==> src/rtl/despertador_pkg.sv <==
// Shared types and constants for the despertador alarm clock.
// The ADIADO state exists only when SONECA_EN is defined.
package despertador_pkg;

  localparam int HORAS_DIA   = 24;
  localparam int MIN_HORA    = 60;
  localparam int DIAS_SEMANA = 7;

  localparam int W_HORA = 5;
  localparam int W_MIN  = 6;
  localparam int W_DIA  = 3;

`ifdef SONECA_EN
  typedef enum logic [1:0] {INATIVO, ARMADO, TOCANDO, ADIADO} estado_t;
`else
  typedef enum logic [1:0] {INATIVO, ARMADO, TOCANDO} estado_t;
`endif

  // Monday (1) through Friday (5) are working days; 0 is Sunday.
  function automatic logic eh_dia_util(input logic [W_DIA-1:0] dia);
    return (dia >= W_DIA'(1)) && (dia <= W_DIA'(5));
  endfunction

endpackage

==> src/rtl/relogio_hms.sv <==
// Time-of-day and day-of-week counters driven by a 1 Hz strobe.
// Exposes the next hour/minute so the alarm can compare in the same cycle.
module relogio_hms
  import despertador_pkg::*;
#(
  parameter int SEG_POR_MIN = 60
) (
  input  logic              clock,
  input  logic              reset,
  input  logic              pulso_seg,
  input  logic              carregar,
  input  logic [W_HORA-1:0] hora_in,
  input  logic [W_MIN-1:0]  min_in,
  input  logic [W_DIA-1:0]  dia_in,
  output logic              evento_min,
  output logic [W_HORA-1:0] hora_prox,
  output logic [W_MIN-1:0]  minuto_prox,
  output logic [W_HORA-1:0] hora,
  output logic [W_MIN-1:0]  minuto,
  output logic [W_DIA-1:0]  dia_semana,
  output logic              dia_util
);

  localparam int SEG_W = (SEG_POR_MIN > 1) ? $clog2(SEG_POR_MIN) : 1;
  localparam logic [SEG_W-1:0] SEG_MAX = SEG_W'(SEG_POR_MIN - 1);

  logic [SEG_W-1:0]  seg_reg, seg_next;
  logic [W_MIN-1:0]  min_reg, min_next;
  logic [W_HORA-1:0] hora_reg, hora_next;
  logic [W_DIA-1:0]  dia_reg, dia_next;
  logic              util_reg;
  logic              fim_min, fim_hora, fim_dia;

  assign fim_min  = (min_reg == W_MIN'(MIN_HORA - 1));
  assign fim_hora = (hora_reg == W_HORA'(HORAS_DIA - 1));
  assign fim_dia  = (dia_reg == W_DIA'(DIAS_SEMANA - 1));

  // A load suppresses the second tick, so no minute event can come from it.
  always_comb begin
    seg_next   = seg_reg;
    min_next   = min_reg;
    hora_next  = hora_reg;
    dia_next   = dia_reg;
    evento_min = 1'b0;
    if (carregar) begin
      seg_next  = '0;
      min_next  = min_in;
      hora_next = hora_in;
      dia_next  = dia_in;
    end else if (pulso_seg) begin
      if (seg_reg == SEG_MAX) begin
        seg_next   = '0;
        evento_min = 1'b1;
        min_next   = fim_min ? '0 : min_reg + W_MIN'(1);
        if (fim_min) begin
          hora_next = fim_hora ? '0 : hora_reg + W_HORA'(1);
          if (fim_hora) begin
            dia_next = fim_dia ? '0 : dia_reg + W_DIA'(1);
          end
        end
      end else begin
        seg_next = seg_reg + SEG_W'(1);
      end
    end
  end

  always_ff @(posedge clock) begin
    if (reset) begin
      seg_reg  <= '0;
      min_reg  <= '0;
      hora_reg <= '0;
      dia_reg  <= '0;
      util_reg <= 1'b0;
    end else begin
      seg_reg  <= seg_next;
      min_reg  <= min_next;
      hora_reg <= hora_next;
      dia_reg  <= dia_next;
      util_reg <= eh_dia_util(dia_next);
    end
  end

  assign hora_prox   = hora_next;
  assign minuto_prox = min_next;
  assign hora        = hora_reg;
  assign minuto      = min_reg;
  assign dia_semana  = dia_reg;
  assign dia_util    = util_reg;

endmodule

==> src/rtl/despertador.sv <==
// Alarm-clock top: time keeping, alarm register, ring FSM and timeout.
// Define SONECA_EN to enable the snooze (adiar) path and the ADIADO state.
module despertador
  import despertador_pkg::*;
#(
  parameter int SEG_POR_MIN = 60,
  parameter int TIMEOUT_MIN = 10,
  parameter int SONECA_MIN  = 5
) (
  input  logic              clock,
  input  logic              reset,
  input  logic              pulso_seg,
  input  logic              carregar_hora,
  input  logic [W_HORA-1:0] hora_in,
  input  logic [W_MIN-1:0]  min_in,
  input  logic [W_DIA-1:0]  dia_in,
  input  logic              carregar_alarme,
  input  logic [W_HORA-1:0] alarme_hora,
  input  logic [W_MIN-1:0]  alarme_min,
  input  logic              armar,
  input  logic              desligar,
  input  logic              adiar,
  output logic              alarme,
  output logic              dia_util,
  output logic [W_HORA-1:0] hora,
  output logic [W_MIN-1:0]  minuto,
  output logic [W_DIA-1:0]  dia_semana
);

  localparam int TO_W = $clog2(TIMEOUT_MIN + 1);

  logic              evento_min;
  logic [W_HORA-1:0] hora_prox;
  logic [W_MIN-1:0]  minuto_prox;
  logic              bate_hora;

  estado_t           estado_reg, estado_next;
  logic [W_HORA-1:0] al_hora_reg, al_hora_next;
  logic [W_MIN-1:0]  al_min_reg, al_min_next;
  logic [TO_W-1:0]   to_reg, to_next;
  logic              alarme_reg;

`ifdef SONECA_EN
  localparam int SN_W = $clog2(SONECA_MIN + 1);
  logic [SN_W-1:0] sn_reg, sn_next;
`else
  logic [1:0] unused_cfg;
  assign unused_cfg = {adiar, SONECA_MIN[0]};
`endif

  relogio_hms #(
    .SEG_POR_MIN(SEG_POR_MIN)
  ) u_relogio (
    .clock      (clock),
    .reset      (reset),
    .pulso_seg  (pulso_seg),
    .carregar   (carregar_hora),
    .hora_in    (hora_in),
    .min_in     (min_in),
    .dia_in     (dia_in),
    .evento_min (evento_min),
    .hora_prox  (hora_prox),
    .minuto_prox(minuto_prox),
    .hora       (hora),
    .minuto     (minuto),
    .dia_semana (dia_semana),
    .dia_util   (dia_util)
  );

  // Only a minute advance can match; a time load never raises evento_min.
  assign bate_hora = evento_min && (hora_prox == al_hora_reg) && (minuto_prox == al_min_reg);

  always_comb begin
    estado_next  = estado_reg;
    to_next      = to_reg;
    al_hora_next = al_hora_reg;
    al_min_next  = al_min_reg;
`ifdef SONECA_EN
    sn_next      = sn_reg;
`endif
    if (carregar_alarme) begin
      al_hora_next = alarme_hora;
      al_min_next  = alarme_min;
    end
    if (!armar) begin
      estado_next = INATIVO;
      to_next     = '0;
`ifdef SONECA_EN
      sn_next     = '0;
`endif
    end else begin
      case (estado_reg)
        INATIVO: estado_next = ARMADO;
        ARMADO: begin
          if (!carregar_alarme && bate_hora) begin
            estado_next = TOCANDO;
            to_next     = '0;
          end
        end
        TOCANDO: begin
          if (desligar) begin
            estado_next = ARMADO;
            to_next     = '0;
          end
`ifdef SONECA_EN
          else if (adiar) begin
            estado_next = ADIADO;
            to_next     = '0;
            sn_next     = SN_W'(SONECA_MIN);
          end
`endif
          else if (carregar_alarme) begin
            estado_next = ARMADO;
            to_next     = '0;
          end else if (evento_min) begin
            if (to_reg == TO_W'(TIMEOUT_MIN - 1)) begin
              estado_next = ARMADO;
              to_next     = '0;
            end else begin
              to_next = to_reg + TO_W'(1);
            end
          end
        end
`ifdef SONECA_EN
        ADIADO: begin
          if (desligar || carregar_alarme) begin
            estado_next = ARMADO;
            sn_next     = '0;
          end else if (evento_min) begin
            if (sn_reg <= SN_W'(1)) begin
              estado_next = TOCANDO;
              sn_next     = '0;
              to_next     = '0;
            end else begin
              sn_next = sn_reg - SN_W'(1);
            end
          end
        end
`endif
        default: estado_next = INATIVO;
      endcase
    end
  end

  always_ff @(posedge clock) begin
    if (reset) begin
      estado_reg  <= INATIVO;
      al_hora_reg <= '0;
      al_min_reg  <= '0;
      to_reg      <= '0;
      alarme_reg  <= 1'b0;
`ifdef SONECA_EN
      sn_reg      <= '0;
`endif
    end else begin
      estado_reg  <= estado_next;
      al_hora_reg <= al_hora_next;
      al_min_reg  <= al_min_next;
      to_reg      <= to_next;
      alarme_reg  <= (estado_next == TOCANDO);
`ifdef SONECA_EN
      sn_reg      <= sn_next;
`endif
    end
  end

  assign alarme = alarme_reg;

endmodule

==> config.mk <==
export PLATFORM = sky130hd
export DESIGN_NAME = despertador
export DESIGN_NICKNAME = d
export VERILOG_FILES = /design/src/rtl/despertador_pkg.sv /design/src/rtl/relogio_hms.sv /design/src/rtl/despertador.sv
export SDC_FILE = /design/constraint.sdc
export NUM_CORES = 1
export LEC_CHECK = 0
export ABC_AREA = 1
export BUFFER_PORTS_ARGS = -buffer_cell sky130_fd_sc_hd__buf_2
export CAP_MARGIN = 20
export CORE_MARGIN = 8
export CORE_UTILIZATION = 36
export CTS_CLUSTER_SIZE = 30
export DETAILED_ROUTE_END_ITERATION = 10
export PLACE_DENSITY = 0.7
export SLEW_MARGIN = 5
export SYNTH_ARGS = -nofsm -noshare
export SYNTH_HDL_FRONTEND = slang
export SYNTH_HIERARCHICAL = 1
export SYNTH_SLANG_ARGS = --single-unit
==> constraint.sdc <==
create_clock -name clock -period 2.3 [get_ports clock]
set_clock_uncertainty 0.1 [all_clocks]
set_input_delay 0.23 -clock clock [delete_from_list [all_inputs] [get_ports clock]]
set_output_delay 0.23 -clock clock [all_outputs]
set_load 0.02 [all_outputs]
==> results by group, run 1 <==
Run status
  • Run status: finished with violations
  • Failing checks: setup timing

Worst setup path
  • Peak fanout along the critical path: 6
  • Reg-to-reg critical path startpoint: u_relogio/seg_reg[0]
  • CP required: 2.39 ns
  • Worst EP arrival: ~2.5 ns
  • Reg2reg end: to_reg[3]
  • Setup CP Type: reg -> reg
  • CP Launch Point: u_relogio/seg_reg[0]
  • Worst setup path end: to_reg[3]
  • Reg2reg setup slack: -0.11 ns
  • Worst Setup Start Kind: flop
  • Critical Path Sink Type: flop
  • Reg2reg path depth: 16

STA
  • Post-route setup TNS: -0.547 ns
  • Worst rel slew slack: 64.3%
  • Slew @ Worst Pin: 0.536 ns
  • Final Hold Viols: 0
  • RSZ-0062 raised after global routing: true
  • Period utilization: 105%
  • Final setup fails: 7
  • Fmax: 0.415 GHz
  • Fin crit period: 2.41 ns
  • Worst setup margin: -0.112 ns
  • Max Slew Vio Count: 0

Clock tree
  • CTS clock-pin slew for the worst setup and hold paths: 0.08 ns
  • TritonCTS clock tree: built
  • Post-cts hold buffer count: 0
  • CTS Buf Count: 5
  • H-tree levels: 2
  • Root Driver: clkbuf_8
  • Clock net sink count: 39
  • Worst skew pair latency: 0.29 ns
  • CTS Buffer Depth: 2

Floorplanning
  • Ports: 49
  • Row count: 29
  • Die ar.: between 9000 and 10000 µm²
  • Chip height: 95.2 µm
  • Starting Density: 36.4%
  • Die Wd: 95.2 µm
  • Core area: 6200 µm²

Place
  • Placed Area: 2800 µm²
  • Gpl congestion: 0.842
  • Place WS: -0.160 ns
  • Detail Placement HPWL: 4480 µm
  • Buffers on Ports: 47

Power
  • Design Power: ~1.6 mW
  • Power Dens Cells: between 500 and 600 nW/µm²
  • Max VDD drop: 0.198 mV
  • Pleak: 1.41 nW

Cells and area
  • Ratio of cells with drive above 1 in the final layout: 30.9%
  • Nets: 454
  • Util after Layout: approximately 49%
  • Cell area after layout: 3020 µm²
  • Area Overhead vs Synth: 33.9%
  • Diodes inserted: 0

Logic synthesis
  • Syn_nets: 372
  • Number of synthesized flops with an enable pin: 0
  • Post-synthesis sequential area ratio: between 30% and 40%
  • Top post-synthesis cells by count: nand2_1 (95), nor2_1 (42), dfxtp_1 (39)
  • Async S/R FF share, synth: 0%
  • Syn Std Cell Area: 2260 µm²
  • Flops & latches, synth: 39
  • Top_reg_cell synth: dfxtp_1
  • Area contributors post-synth: dfxtp_1 (35%), nand2_1 (16%), nor2_1 (7.0%), a21oi_1 (6.4%), inv_1 (5.3%)
  • Most frequent cell after synthesis: nand2_1
  • Synth top area share: 34.6%
  • Post-Synthesis Cells: approximately 330
  • Synth Warn #: 6
  • Synthesized area per cell: 6.76 µm²
  • Leading area contributor after synthesis: dfxtp_1
  • Unique cell type count in the Yosys netlist: 39

GRT
  • Largest net degree at the start of global routing: 28
  • Initial antenna violation count: 0
  • Vias in the first global route: 2312
  • GRT Total Usage: 13.6%
  • First-pass GRT wire length: 9950 µm
  • Total grt overflow: 0

Flow run
  • Max Cap Viol: 0

Route
  • Residual DRC count: 0
  • Initial DRT Pass Iterations: 4
  • Initial DRC Count: 59
  • Post-DRT Antenna Nets: 0
  • WL per Instance: about 12 µm
  • Vias per std cell: between 4 and 5
  • Final WL: 5890 µm
  • Total number of vias: 2298

Worst hold path
  • Hold/Removal Path Class: in -> reg
  • Hold Crit Depth: 3
power breakdown:
part	leakage (nW)	switching [mW]	internal (mW)
clock	0.0636	0.247	0.390
sequential	0.322	0.0218	0.705
combinational	1.03	0.154	0.104
critical path, stage by stage (launching register included):
cell and delay, ns:
dfxtp_2 0.36, ha_4 0.16, nand3_4 0.08, nor2_4 0.16, nand2_4 0.11, nor2_8 0.14
nand3_2 0.10, o211ai_1 0.22, nand2_1 0.10, xnor2_1 0.14, nand2_1 0.12, nor2_4 0.16
nand3_4 0.12, nand2_4 0.11, nand2_1 0.06, nand2_1 0.05, nor2_1 0.04
through the flow:
step	instances	hold WS (ns)
final	494	0.0912
after global routing	494	0.0894
after CTS	495	0.0786
after detailed placement	481	0.364
after global placement	481	0.361
after floorplan	334	0.192
cells by family after synthesis:
group,after synthesis,synth area share [%]
flops,39,34.6
compound gates,49,12.8
simple gates,185,38.2
buf+inv,46,7.76
fa+ha+maj,5,2.77
xor+xnor,10,3.88
layer usage:
metal  track usage [%]  part of all wire [%]  vias to the layer above
li1                  -                     -                     1232
met5                 0                     0                        -
met1              15.2                    45                     1027
met4              5.46                   1.3                        0
met2              24.3                    50                       34
met3              3.23                   4.0                        5
timing repair:
item / in CTS / in global routing
gates resized for setup: 9 / 8
pin swaps: 8 / 12
setup buffers: 6 / 1
setup endpoints to repair: 7 / 8
area by class of cell:
type | count | area [µm²]
multi-input cells | 249 | 1370
fillers | 611 | 3180
well taps | 77 | 96.3
inverters | 41 | 161
flip-flops and latches | 39 | 788
clock buffers | 7 | 97.6
repair buffers | 80 | 483
clock inverters | 1 | 30.0
layout by cell type, fill, tap and decap left out, types with 2 or more instances in the layout:
master	netlist	final
nand2_1	95	93
buf_2	1	47
nor2_1	42	40
dfxtp_1	39	35
buf_4	0	33
inv_1	32	32
a21oi_1	29	27
nand3_1	17	16
a211oi_1	8	8
inv_2	7	6
xnor2_1	5	5
xor2_1	5	5
clkbuf_8	0	5
nand3_2	5	5
nor2_2	4	4
nand2_2	2	4
nor2_4	2	4
a21oi_2	1	3
nor3_1	3	3
ha_1	5	3
o211ai_1	3	3
o21ai_0	4	3
dfxtp_2	0	3
or2_0	2	2
nand3_4	1	2
nand2_4	2	2
nand3b_1	2	2
nand4_1	2	2
ha_4	0	2
worst min-delay path by stage:
stage	from	to	slack, ns
3_3_place_gp	al_hora_reg[3]	al_hora_reg[3]	0.36
3_5_place_dp	al_min_reg[5]	al_min_reg[5]	0.36
4_1_cts	alarme_hora[4]	al_hora_reg[4]	0.08
6_report	alarme_hora[4]	al_hora_reg[4]	0.09
5_1_grt	alarme_hora[3]	al_hora_reg[3]	0.09
2_1_floorplan	reset	u_relogio/minuto[1]	0.19
Note: power is estimated with default switching activity, not from simulation.
==> run 2, diff against run 1 <==
- CELL_PAD_IN_SITES_DETAIL_PLACEMENT: default -> 0
- CELL_PAD_IN_SITES_GLOBAL_PLACEMENT: default -> 1
- CORE_UTILIZATION: 36 -> 34
- PLACE_DENSITY: 0.7 -> 0.86
- SLEW_MARGIN: 5 -> 10
==> run 2 against run 1 <==
The run still ends with setup timing left. Clock power shrank 14%. Core utilization is 0.99 points lower. Count of clock-buffer cells in the layout shrank 2. Combinational power about the same. Critical path depth rose by 2. Via count fell by 0.52%. Register-to-register slack worse by 0.06 ns. Highest routed layer unchanged.
==> results by group, run 2 (same netlist as run 1, synthesis figures left out) <==
Run status
  • Run status: finished with violations
  • Failing checks: setup timing

Cells and area
  • Diodes inserted: 0
  • Most frequent cells in the layout: nand2_1 (94), buf_2 (47), nor2_1 (40), dfxtp_1 (35)
  • Ratio of cells with drive above 1 in the final layout: roughly a third
  • Finished Layout Cells: 495
  • Commonest non-fill, non-tap cell in the layout: nand2_1
  • Cell area after layout: 3050 µm²
  • Filler cells: 691
  • Area Overhead vs Synth: 35.0%
  • Nets: approximately 460

Power
  • Power Dens Cells: 504 nW/µm²
  • Clock Power Share: 35.8%
  • Max VDD drop: between 0.3 and 0.4 mV
  • Pleak: 1.42 nW
  • Sw frac: 26.6%
  • Gate power share: 16.9%
  • Pint: 1.13 mW
  • P_sw: 409 µW
  • Seq pwr share: approximately 47%

STA
  • Post-route setup TNS: -0.938 ns
  • Worst rel slew slack: 64.5%
  • Max Slew Vio Count: 0
  • Worst setup margin: -0.168 ns
  • Hold Slack: 0.0820 ns
  • Period utilization: 107%
  • Fmax: 0.405 GHz
  • Final Hold Viols: 0
  • Final setup fails: 7
  • Fin crit period: between 2 and 2.5 ns
  • Slew @ Worst Pin: 0.533 ns
  • RSZ-0062 raised after global routing: true

GRT
  • Total grt overflow: 0
  • First-pass GRT wire length: between 9000 and 10000 µm
  • Met1 GRT Util: about 15%
  • Met2 Use GR: 20.9%
  • GRT Total Usage: between 10% and 20%
  • Vias in the first global route: approximately 2200
  • Grt met3 use: 2.84%
  • Initial antenna violation count: 0
  • Largest net degree at the start of global routing: 28
  • GRT Max-Usage Layer: met2

Worst setup path
  • Critical Path Sink Type: flop
  • Worst Setup Start Kind: flop
  • Peak fanout along the critical path: 6
  • Reg2reg path depth: 18
  • Reg-to-reg critical path startpoint: u_relogio/seg_reg[0]
  • Worst EP arrival: 2.55 ns
  • Setup CP Type: reg -> reg
  • Reg2reg setup slack: -0.17 ns
  • CP required: 2.39 ns
  • Reg2reg end: to_reg[2]

Route
  • Post-DRT Antenna Nets: 0
  • Initial DRT Pass Iterations: 4
  • Final WL: roughly 6000 µm
  • Residual DRC count: 0
  • Initial DRC Count: 81
  • WL per Instance: roughly 12 µm
  • Total number of vias: 2286
  • Vias per std cell: roughly 4.6

Clock tree
  • CTS clock-pin slew for the worst setup and hold paths: ~0.080 ns
  • Post-cts hold buffer count: 0
  • CTS Buffer Depth: 2
  • CTS Buf Count: 5
  • Worst skew pair latency: 0.29 ns
  • Clock net sink count: 39
  • TritonCTS clock tree: built
  • Root Driver: clkbuf_8
  • H-tree levels: 2

Place
  • Place WS: -0.190 ns
  • Placed insts: 480
  • Placed Area: 2790 µm²
  • Buffers on Ports: 47
  • Detail Placement HPWL: 4560 µm
  • Gpl congestion: 0.812

Worst hold path
  • Hold Crit Depth: 3
  • Hold/Removal Path Class: in -> reg
  • Hold path endpoint: al_min_reg[1]
  • Min-delay src: alarme_min[1]

Floorplanning
  • Ports: a little under 50
  • Die ar.: 9500 µm²
  • Die Wd: 97.5 µm
  • Core area: 6390 µm²
  • Chip height: about 97 µm
  • Row count: 29
  • Starting Density: 35.3%

Flow run
  • Max Cap Viol: 0
-- run 2: cell types whose count changed in the layout (fill, tap and decap cells not counted), sizes merged --
cell / delta
inv: +1
clkbuf: -2
buf: +2
-- run 2: area by class of cell --
type	count	area [µm²]	share of cell area (%)
repair buffers	82	509	16.7
flip-flops and latches	39	788	25.9
multi-input cells	249	1390	45.5
inverters	41	161	5.30
clock inverters	2	36.3	1.19
well taps	77	96.3	3.16
clock buffers	5	68.8	2.26
-- run 2: stage by stage --
stage | util, % | power [mW]
3_5_place_dp | 43.7 | 0.986
2_1_floorplan | - | 0.889
6_report | 47.7 | 1.54
3_3_place_gp | 43.7 | 0.981
5_1_grt | 47.7 | 1.63
4_1_cts | 46.2 | 1.55
-- run 2: what timing repair did --
item / 4_1_cts / 5_1_grt
endpoints found under the setup margin: 7 / 7
gates cloned: 0 / 0
pin swaps: 4 / 13
setup buffers: 1 / 7
resized for setup: 11 / 12
-- run 2: layer usage --
layer  wire length (µm)  up-vias
li1                   -     1232
met1               2900     1008
met2               2720       38
met3                218        8
met4                 89        0
met5                  0        -
-- run 2: worst max-delay path by stage --
stage / startpoint / to / slack [ns] / depth (start not counted)
CTS: u_relogio/seg_reg[0] / to_reg[1] / -0.16 / 16
floorplan: u_relogio/minuto[1] / to_reg[2] / 0.01 / 16
detailed placement: u_relogio/seg_reg[0] / to_reg[1] / -0.19 / 17
global route: u_relogio/seg_reg[0] / to_reg[2] / -0.33 / 18
finish: u_relogio/seg_reg[0] / to_reg[2] / -0.17 / 18
global placement: u_relogio/seg_reg[0] / to_reg[3] / -0.12 / 20
-- run 2: power groups by stage --
stage / sequential, mW / combinational, mW / clock (mW)
2_1_floorplan: 0.761 / 0.128 / 0
3_3_place_gp: 0.741 / 0.241 / 0
3_5_place_dp: 0.742 / 0.244 / 0
4_1_cts: 0.727 / 0.254 / 0.567
5_1_grt: 0.731 / 0.293 / 0.601
6_report: 0.727 / 0.260 / 0.550
-- run 2: critical path: stages, from the launching register on --
cell	delay, ns
dfxtp_2	0.35
ha_4	0.15
nand3_4	0.08
nor2_4	0.18
buf_6	0.13
nand3_4	0.08
or2_0	0.23
o211ai_1	0.14
nand2_1	0.12
nand2_1	0.08
nand2_1	0.05
nor2_1	0.09
nand2_1	0.10
nor2_4	0.12
nand3_4	0.10
nand2_4	0.10
nand2_1	0.05
nand2_1	0.06
nor2_2	0.04
